## config.mk

```make
export PLATFORM = sky130hd
export DESIGN_NAME = hazard_scoreboard
export DESIGN_NICKNAME = d
export VERILOG_FILES = /design/src/rtl/hazard_scoreboard.sv
export SDC_FILE = /design/constraint.sdc
export NUM_CORES = 1
export LEC_CHECK = 0
export ABC_CLOCK_PERIOD_IN_PS = 4300
export BUFFER_PORTS_ARGS = -buffer_cell sky130_fd_sc_hd__buf_2
export CAP_MARGIN = 25
export CORE_MARGIN = 10
export CORE_UTILIZATION = 32
export CTS_CLUSTER_DIAMETER = 60
export DETAILED_ROUTE_END_ITERATION = 16
export PLACE_DENSITY = 0.55
export REMOVE_ABC_BUFFERS = 1
export SYNTH_ARGS = -nofsm -noshare
export SYNTH_HDL_FRONTEND = slang
export SYNTH_SLANG_ARGS = --single-unit
```

## constraint.sdc

```tcl
create_clock -name clk -period 4.3 [get_ports clk]
set_input_delay 0.86 -clock clk [delete_from_list [all_inputs] [get_ports clk]]
set_output_delay 0.86 -clock clk [all_outputs]
set_load 0.02 [all_outputs]
```

## src/rtl/hazard_scoreboard.sv

```systemverilog
// Per-register countdown scoreboard for D-stage hazard detection,
// plus a registered exception-flush FSM and a saturating stall counter.
module hazard_scoreboard #(
  parameter int NREG     = 32,
  parameter int AW       = 5,
  parameter int CW       = 3,
  parameter int BR_EXTRA = 1,
  parameter int CNTW     = 32
) (
  input  logic            clk,
  input  logic            resetn,
  input  logic            dst_valid_d,
  input  logic [AW-1:0]   dst_reg_d,
  input  logic [CW-1:0]   dst_lat_d,
  input  logic            use_a_d,
  input  logic [AW-1:0]   src_a_d,
  input  logic            use_b_d,
  input  logic [AW-1:0]   src_b_d,
  input  logic            early_use_d,
  input  logic            mdu_busy_i,
  input  logic            mem_stall_i,
  input  logic            except_m_i,
  input  logic            clr_cnt_i,
  output logic            stall_f_o,
  output logic            stall_d_o,
  output logic            stall_e_o,
  output logic            stall_m_o,
  output logic            stall_w_o,
  output logic            flush_d_o,
  output logic            flush_e_o,
  output logic            flush_m_o,
  output logic            flush_w_o,
  output logic [CNTW-1:0] stall_cnt_o
);

  localparam logic S_IDLE = 1'b0;
  localparam logic S_PEND = 1'b1;
  localparam int   MAXC   = (2 ** CW) - 1;

  logic [CW-1:0]   r_cnt [NREG];
  logic            r_state;
  logic [CNTW-1:0] r_scnt;

  logic          w_adv;
  logic          w_issue;
  logic          w_flush;
  logic          w_haz;
  logic          w_haz_a;
  logic          w_haz_b;
  logic [CW-1:0] w_cnt_a;
  logic [CW-1:0] w_cnt_b;
  logic [CW:0]   w_sum;
  logic [CW-1:0] w_set;

  assign w_adv = !mem_stall_i && !mdu_busy_i;

  assign w_flush = !mem_stall_i &&
                   ((r_state == S_PEND) || except_m_i);

  assign w_cnt_a = r_cnt[src_a_d];
  assign w_cnt_b = r_cnt[src_b_d];

  // D-stage consumers need the value BR_EXTRA cycles sooner
  assign w_haz_a = use_a_d && (src_a_d != '0) &&
                   (early_use_d ? (w_cnt_a != '0)
                                : (w_cnt_a > CW'(BR_EXTRA)));
  assign w_haz_b = use_b_d && (src_b_d != '0) &&
                   (early_use_d ? (w_cnt_b != '0)
                                : (w_cnt_b > CW'(BR_EXTRA)));
  assign w_haz = w_haz_a || w_haz_b;

  assign w_issue = w_adv && !w_haz && !w_flush;

  assign w_sum = {1'b0, dst_lat_d} + (CW+1)'(BR_EXTRA);
  assign w_set = (w_sum > (CW+1)'(MAXC)) ? CW'(MAXC)
                                         : w_sum[CW-1:0];

  always_ff @(posedge clk or negedge resetn) begin
    if (!resetn) begin
      for (int r = 0; r < NREG; r++) r_cnt[r] <= '0;
    end else begin
      for (int r = 0; r < NREG; r++) begin
        if (w_flush || r == 0)
          r_cnt[r] <= '0;
        else if (w_issue && dst_valid_d &&
                 dst_reg_d == AW'(r))
          r_cnt[r] <= w_set;
        else if (w_adv && r_cnt[r] != '0)
          r_cnt[r] <= r_cnt[r] - 1'b1;
      end
    end
  end

  // PEND remembers an exception that arrived under a memory stall
  always_ff @(posedge clk or negedge resetn) begin
    if (!resetn) begin
      r_state <= S_IDLE;
    end else begin
      unique case (r_state)
        S_IDLE:
          if (except_m_i && mem_stall_i) r_state <= S_PEND;
        S_PEND:
          if (!mem_stall_i) r_state <= S_IDLE;
        default:
          r_state <= S_IDLE;
      endcase
    end
  end

  always_ff @(posedge clk or negedge resetn) begin
    if (!resetn)
      r_scnt <= '0;
    else if (clr_cnt_i)
      r_scnt <= '0;
    else if (w_haz && !mem_stall_i && r_scnt != '1)
      r_scnt <= r_scnt + 1'b1;
  end

  assign stall_w_o = mem_stall_i;
  assign stall_m_o = mem_stall_i;
  assign stall_e_o = mem_stall_i || mdu_busy_i;
  assign stall_d_o = mem_stall_i || mdu_busy_i || w_haz;
  assign stall_f_o = mem_stall_i ||
                     (!except_m_i && r_state == S_IDLE &&
                      (w_haz || mdu_busy_i));

  assign flush_d_o = w_flush;
  assign flush_e_o = w_flush || (!mem_stall_i && w_haz);
  assign flush_m_o = w_flush || (!mem_stall_i && mdu_busy_i);
  assign flush_w_o = w_flush;

  assign stall_cnt_o = r_scnt;

endmodule
```

After elaboration in Yosys (flattened, before gate mapping) --
Index checks and enable logic that the tools add are counted.
Storage, ports and cells: flip-flop bits (word level) 126, output and inout bits 41
Cells by class: add/subtract/negate cells 33, $lt $le $gt $ge 5, equal/unequal tests 32, mux-type cells 107, bitwise logic cells 3, reductions and logical operators 157
Operator list (number):
- 3-bit 2-to-1 mux | 98
- 3-bit nonzero test | 64
- 3-bit by 1-bit subtractor with 3-bit output, second input constant | 31
- 5-bit equality test, second input constant | 16
- 1-bit logical AND | 77
- 32-bit 2-to-1 mux | 2
- 5-bit by 4-bit equality test with 1-bit output, second input constant | 8
- 32-bit by 1-bit adder with 32-bit output, second input constant | 1
- 32-bit inequality test, second input constant | 1
- 3-bit binary-select mux with 5-bit select | 2
- 5-bit by 3-bit equality test with 1-bit output, second input constant | 4
- 6-bit greater-or-equal comparator, second input constant | 2
- 5-bit NOT with 6-bit output | 2
- 5-bit by 2-bit equality test with 1-bit output, second input constant | 2
- 5-bit nonzero test | 2
- 1-bit logical OR | 8
- 3-bit by 1-bit > comparator with 1-bit output, second input constant | 2
- 5-bit by 1-bit equality test with 1-bit output, second input constant | 1
- 1-bit logical NOT | 5
- 3-bit by 1-bit adder with 4-bit output, second input constant | 1
- 4-bit by 3-bit > comparator with 1-bit output, second input constant | 1
- 1-bit 2-to-1 mux | 4
- 1-bit one-hot mux with 2 select lines | 1
- 2-bit nonzero test | 1
- 1-bit NOT | 1

Depth between registers and ports, before layout --
word-level depth 15, gate-level depth with buffers 13, gate-level depth less buffers 8

Worst setup path before layout --
OpenSTA, ideal clock, no wires.
path type input-to-output, start point input src_a_d[1], end point output flush_e_o, arrival time 2920 ps, data required time 3440 ps, path slack 520 ps, stages 10, path buffers 3, cells stage by stage buf_6 -> mux4_2 -> and3_1 -> a31oi_1 -> a21oi_1 -> o32a_1 -> a41oi_2 -> buf_6 -> buf_2 -> a21oi_1
On the way: cells in the longest elaborated chain, start to end 10, elaborated cells on any way between the ends 13, classes of those cells order compare: 1; mux: 4; bitwise: 1; reduce/logical: 7
RTL lines:
- from (decl) | line 16 | input logic [AW-1:0] src_a_d,
- 5-bit NOT with 6-bit output (implied by the code) | line 60 | assign w_cnt_a = r_cnt[src_a_d];
- 3-bit binary-select mux with 5-bit select | line 60
- 3-bit 2-to-1 mux (implied by the code) (2 in a row) | line 60
- 3-bit by 1-bit > comparator with 1-bit output or 3-bit nonzero test (tied branches) | line 66, 65
- 1-bit 2-to-1 mux | line 65 | (early_use_d ? (w_cnt_a != '0)
- 1-bit logical AND (*) | line 64 | assign w_haz_a = use_a_d && (src_a_d != '0) &&
- 1-bit logical OR (*) | line 70 | assign w_haz = w_haz_a || w_haz_b;
- 1-bit logical AND (*) | line 128 | assign flush_e_o = w_flush || (!mem_stall_i && w_haz);
- 1-bit logical OR (*) | line 128
- to (decl) | line 30 | output logic flush_e_o,
Every way passes the cells marked *; elsewhere a longest branch is shown, timed or not. The select of a mux whose other input is x is not followed.

Final worst setup path --
start point input src_a_d[0], end point output stall_f_o
On the way: cells in the longest elaborated chain, start to end 11, elaborated cells on any way between the ends 14, classes of those cells order compare: 1; mux: 4; bitwise: 1; reduce/logical: 8
RTL lines:
- 5-bit NOT with 6-bit output (implied by the code) | line 60
- 3-bit binary-select mux with 5-bit select | line 60
- 3-bit 2-to-1 mux (implied by the code) (2 in a row) | line 60
- 3-bit by 1-bit > comparator with 1-bit output or 3-bit nonzero test (tied branches) | line 66, 65
- 1-bit 2-to-1 mux | line 65
- 1-bit logical AND (*) | line 64
- 1-bit logical OR (*) | line 70
- 1-bit logical OR (*) | line 125 | (w_haz || mdu_busy_i));
- 1-bit logical AND (*) | line 124 | (!except_m_i && r_state == S_IDLE &&
- 1-bit logical OR (*) | line 123 | assign stall_f_o = mem_stall_i ||
- to (decl) | line 24 | output logic stall_f_o,
Marks and branches as above.

==> impl_metrics.py <==
metrics = {
    "power": {
        "seq_power_share_pct": 32.1,
        "pwr-share-clk_pct": 24.7,
        "p_int_mw": 3.76,
        "p_leak_nw": 5.72,
        "p_per_area_nw_per_um2": 551,
        "comb_power_share_pct": 43.2,
        "ir_worst_vdd_mv": 0.224,
        "swShare_pct": 40.5,
        "switchingPower_mw": 2.56,
        "power.total_mw": 6.32,
    },
    "setup_path": {
        "crit_fanout": 17,
        "arrival_ps": 3160,
        "required_ps": 3440,
        "rr_endpoint": "r_cnt[80]$_DFFE_PN0P_",
        "r2r-start": "r_cnt[36]$_DFFE_PN0P_",
        "r2r_cells": 9,
        "start_kind": "input pin",
        "critPathKind": "in2out",
        "reg2reg_slack_ps": 1050,
        "end_kind": "output port",
    },
    "floorplanning": {
        "io_pins": 69,
        "fp.dieW_um": 198,
        "die_area_um2": 39300,
        "die_h_um": 198,
        "rows": 65,
        "initial_utilization_pct": 32.3,
        "core_um2": 31500,
    },
    "clock_network": {
        "clk_latency_ps": 430,
        "cts_buffer_depth": 2,
        "cts_root_buffer": "clkbuf_16",
        "cts_tree": "built",
        "clk_pin_slew_ps": 60,
        "cts_buffers": 17,
        "cts_resized": 0,
        "cts-hold-fix-buffers": 0,
        "postCtsSetupRepairBufs": 0,
        "h-tree-depth": 4,
        "clock_sinks": 126,
    },
    "global_route": {
        "grt.overflow.total": 0,
        "grt_max_degree": 75,
        "grt_antenna_before_repair": 4,
        "grt_pass1_vias": 8093,
        "grt_util_all_layers_pct": 14.3,
        "grt_first_pass_wirelength_mm": 44.6,
    },
    "logic_synthesis": {
        "yosys_warnings": 0,
        "synth_cell_type_count": 56,
        "synth_top_area_share_pct": 31.0,
        "synth_area_leader_cell": "dfrtp_1",
        "synthCells": 1136,
        "synthTopCellsByArea": "dfrtp_1, mux2i_1, ha_1, o21ai_0, nand2_1",
        "synth_most_common_cell": "nand2_1",
        "synthArstFlopShare_pct": 100,
        "synthFlopType": "dfrtp_1",
        "synth_edf_count": 0,
        "syn-cell-area_um2": 10200,
        "avgSynthCellArea_um2": 8.96,
        "synthTopCellsByCount": "nand2_1, dfrtp_1, o21ai_0",
        "ys_ff_latch": 126,
        "ys_seq_area_share_pct": 31.0,
    },
    "sta": {
        "hold_viol_final": 0,
        "max_slew_margin_pct": 31.7,
        "tightest_slew_ps": 1030,
        "max_freq_mhz": 249,
        "setup_tns_ps": 0,
        "finalSetupViolCount": 0,
        "whs_ps": 466,
        "fin_crit_ps": 4020,
        "period_share_pct": 93.5,
        "slew_violations": 0,
        "fin_skew_ps": 9.85,
        "rsz0062_at_grt": "no",
    },
    "route": {
        "num_vias": 8222,
        "via_per_inst": 5.18,
        "finalWirelength_mm": 27.4,
        "wire_per_inst_um": 17.2,
        "drc": 0,
        "first_iter_violations": 459,
        "ant_nets": 0,
        "dr.pass1.iters": 5,
    },
    "run_status": {
        "status": "completed",
    },
    "run": {
        "cap_violations": 0,
    },
    "cells_and_area": {
        "area_growth_pct": 12.7,
        "drive_above_1_share_pct": 15.1,
        "n_fill_cell": 3186,
        "nets": 1261,
    },
    "worst_hold_path": {
        "hold_path.class": "in2async",
    },
    "place": {
        "dp.final_hpwl_mm": 19.4,
        "gp_congestion": 0.865,
        "port_buffers": 68,
    },
}
-- metrics by stage --
step	cells	utilization (%)	worst slack [ps]	instance area, µm²
after floorplan	1063	-	-2350	9790
after global placement	1552	34.4	241	10800
after detailed placement	1552	34.4	265	10800
after CTS	1584	36.4	262	11500
after global routing	1587	36.4	143	11500
final	1587	36.4	280	11500
-- how the worst max path moves through the flow --
stage / startpoint / cells after the start / to / slack (ps)
after floorplan: src_a_d[1] / 7 / flush_e_o / -2350
after global placement: src_a_d[0] / 8 / stall_f_o / 240
after detailed placement: src_a_d[0] / 8 / stall_f_o / 260
after CTS: src_a_d[0] / 8 / stall_f_o / 260
after global routing: src_a_d[0] / 8 / stall_f_o / 140
final: src_a_d[0] / 8 / stall_f_o / 280
-- worst max-delay path, cell delays in order --
cell	delay [ps]
buf_2	330
mux4_2	570
a31oi_1	180
a21oi_1	80
o32a_1	390
a41oi_4	420
a21oi_1	120
buf_2	190
-- power groups by stage --
| stage | sequential [mW] | combinational (mW) | clock [mW] |
|---|---|---|---|
| finish | 2.03 | 2.73 | 1.56 |
| detailed placement | 2.05 | 2.73 | 0 |
| CTS | 2.02 | 2.75 | 1.60 |
| global placement | 2.05 | 2.65 | 0 |
| floorplan | 1.87 | 2.07 | 0 |
| global route | 2.09 | 3.19 | 1.65 |
-- routing by layer --
metal / up-vias / routed length, µm / GRT usage [%]
li1: 4042 / - / -
met1: 4015 / 12600 / 18.3
met2: 137 / 13400 / 24.1
met3: 26 / 827 / 2.29
met4: 2 / 480 / 4.50
met5: - / 12 / 0
-- cells in the final DEF (no fill, tap or decap), types with 9 or more instances in the layout --
| cell | count |
|---|---|
| xnor2_1 | 31 |
| mux4_2 | 16 |
| or3_1 | 16 |
| ha_1 | 64 |
| nor3b_1 | 18 |
| nor2b_1 | 14 |
| clkbuf_16 | 17 |
| nand4_4 | 14 |
| nand3_1 | 13 |
| nor3_1 | 43 |
| buf_2 | 67 |
| dfrtp_1 | 126 |
| a21oi_1 | 33 |
| o21ai_0 | 115 |
| and3_1 | 9 |
| nand2_1 | 137 |
| mux2i_1 | 101 |
| buf_4 | 17 |
| nand4b_4 | 12 |
| mux2_2 | 10 |
| nand4_1 | 13 |
| and2_1 | 18 |
| nand2b_1 | 12 |
| inv_1 | 101 |
| nor2_1 | 59 |
| a21boi_0 | 14 |
-- cell families after synthesis --
family / synth area share [%]
XOR/XNOR: 2.67
multiplexers: 15.0
AND/OR/NAND/NOR: 23.9
AO/OA/AOI/OAI: 12.0
flip-flops: 31.0
buffers and inverters: 7.54
adder cells (fa/ha/maj): 7.87
-- layout make-up --
type                            count  area (µm²)  share of cell area (%)
Clock buffer                       21         460                    4.02
Timing Repair Buffer               87         514                    4.49
Antenna cell                        3        7.51                  0.0655
Clock inverter                     11         164                    1.43
Inverter                          101         379                    3.31
Sequential cell                   126        3150                    27.5
Tap cell                          402         503                    4.39
Multi-Input combinational cell    836        6280                    54.8
-- flip-flops by register name, indices dropped and copies added, names as in the netlist --
register     cells
r_state          1
r_cnt           93
stall_cnt_o     32
Power figures use the tool's default switching activity.
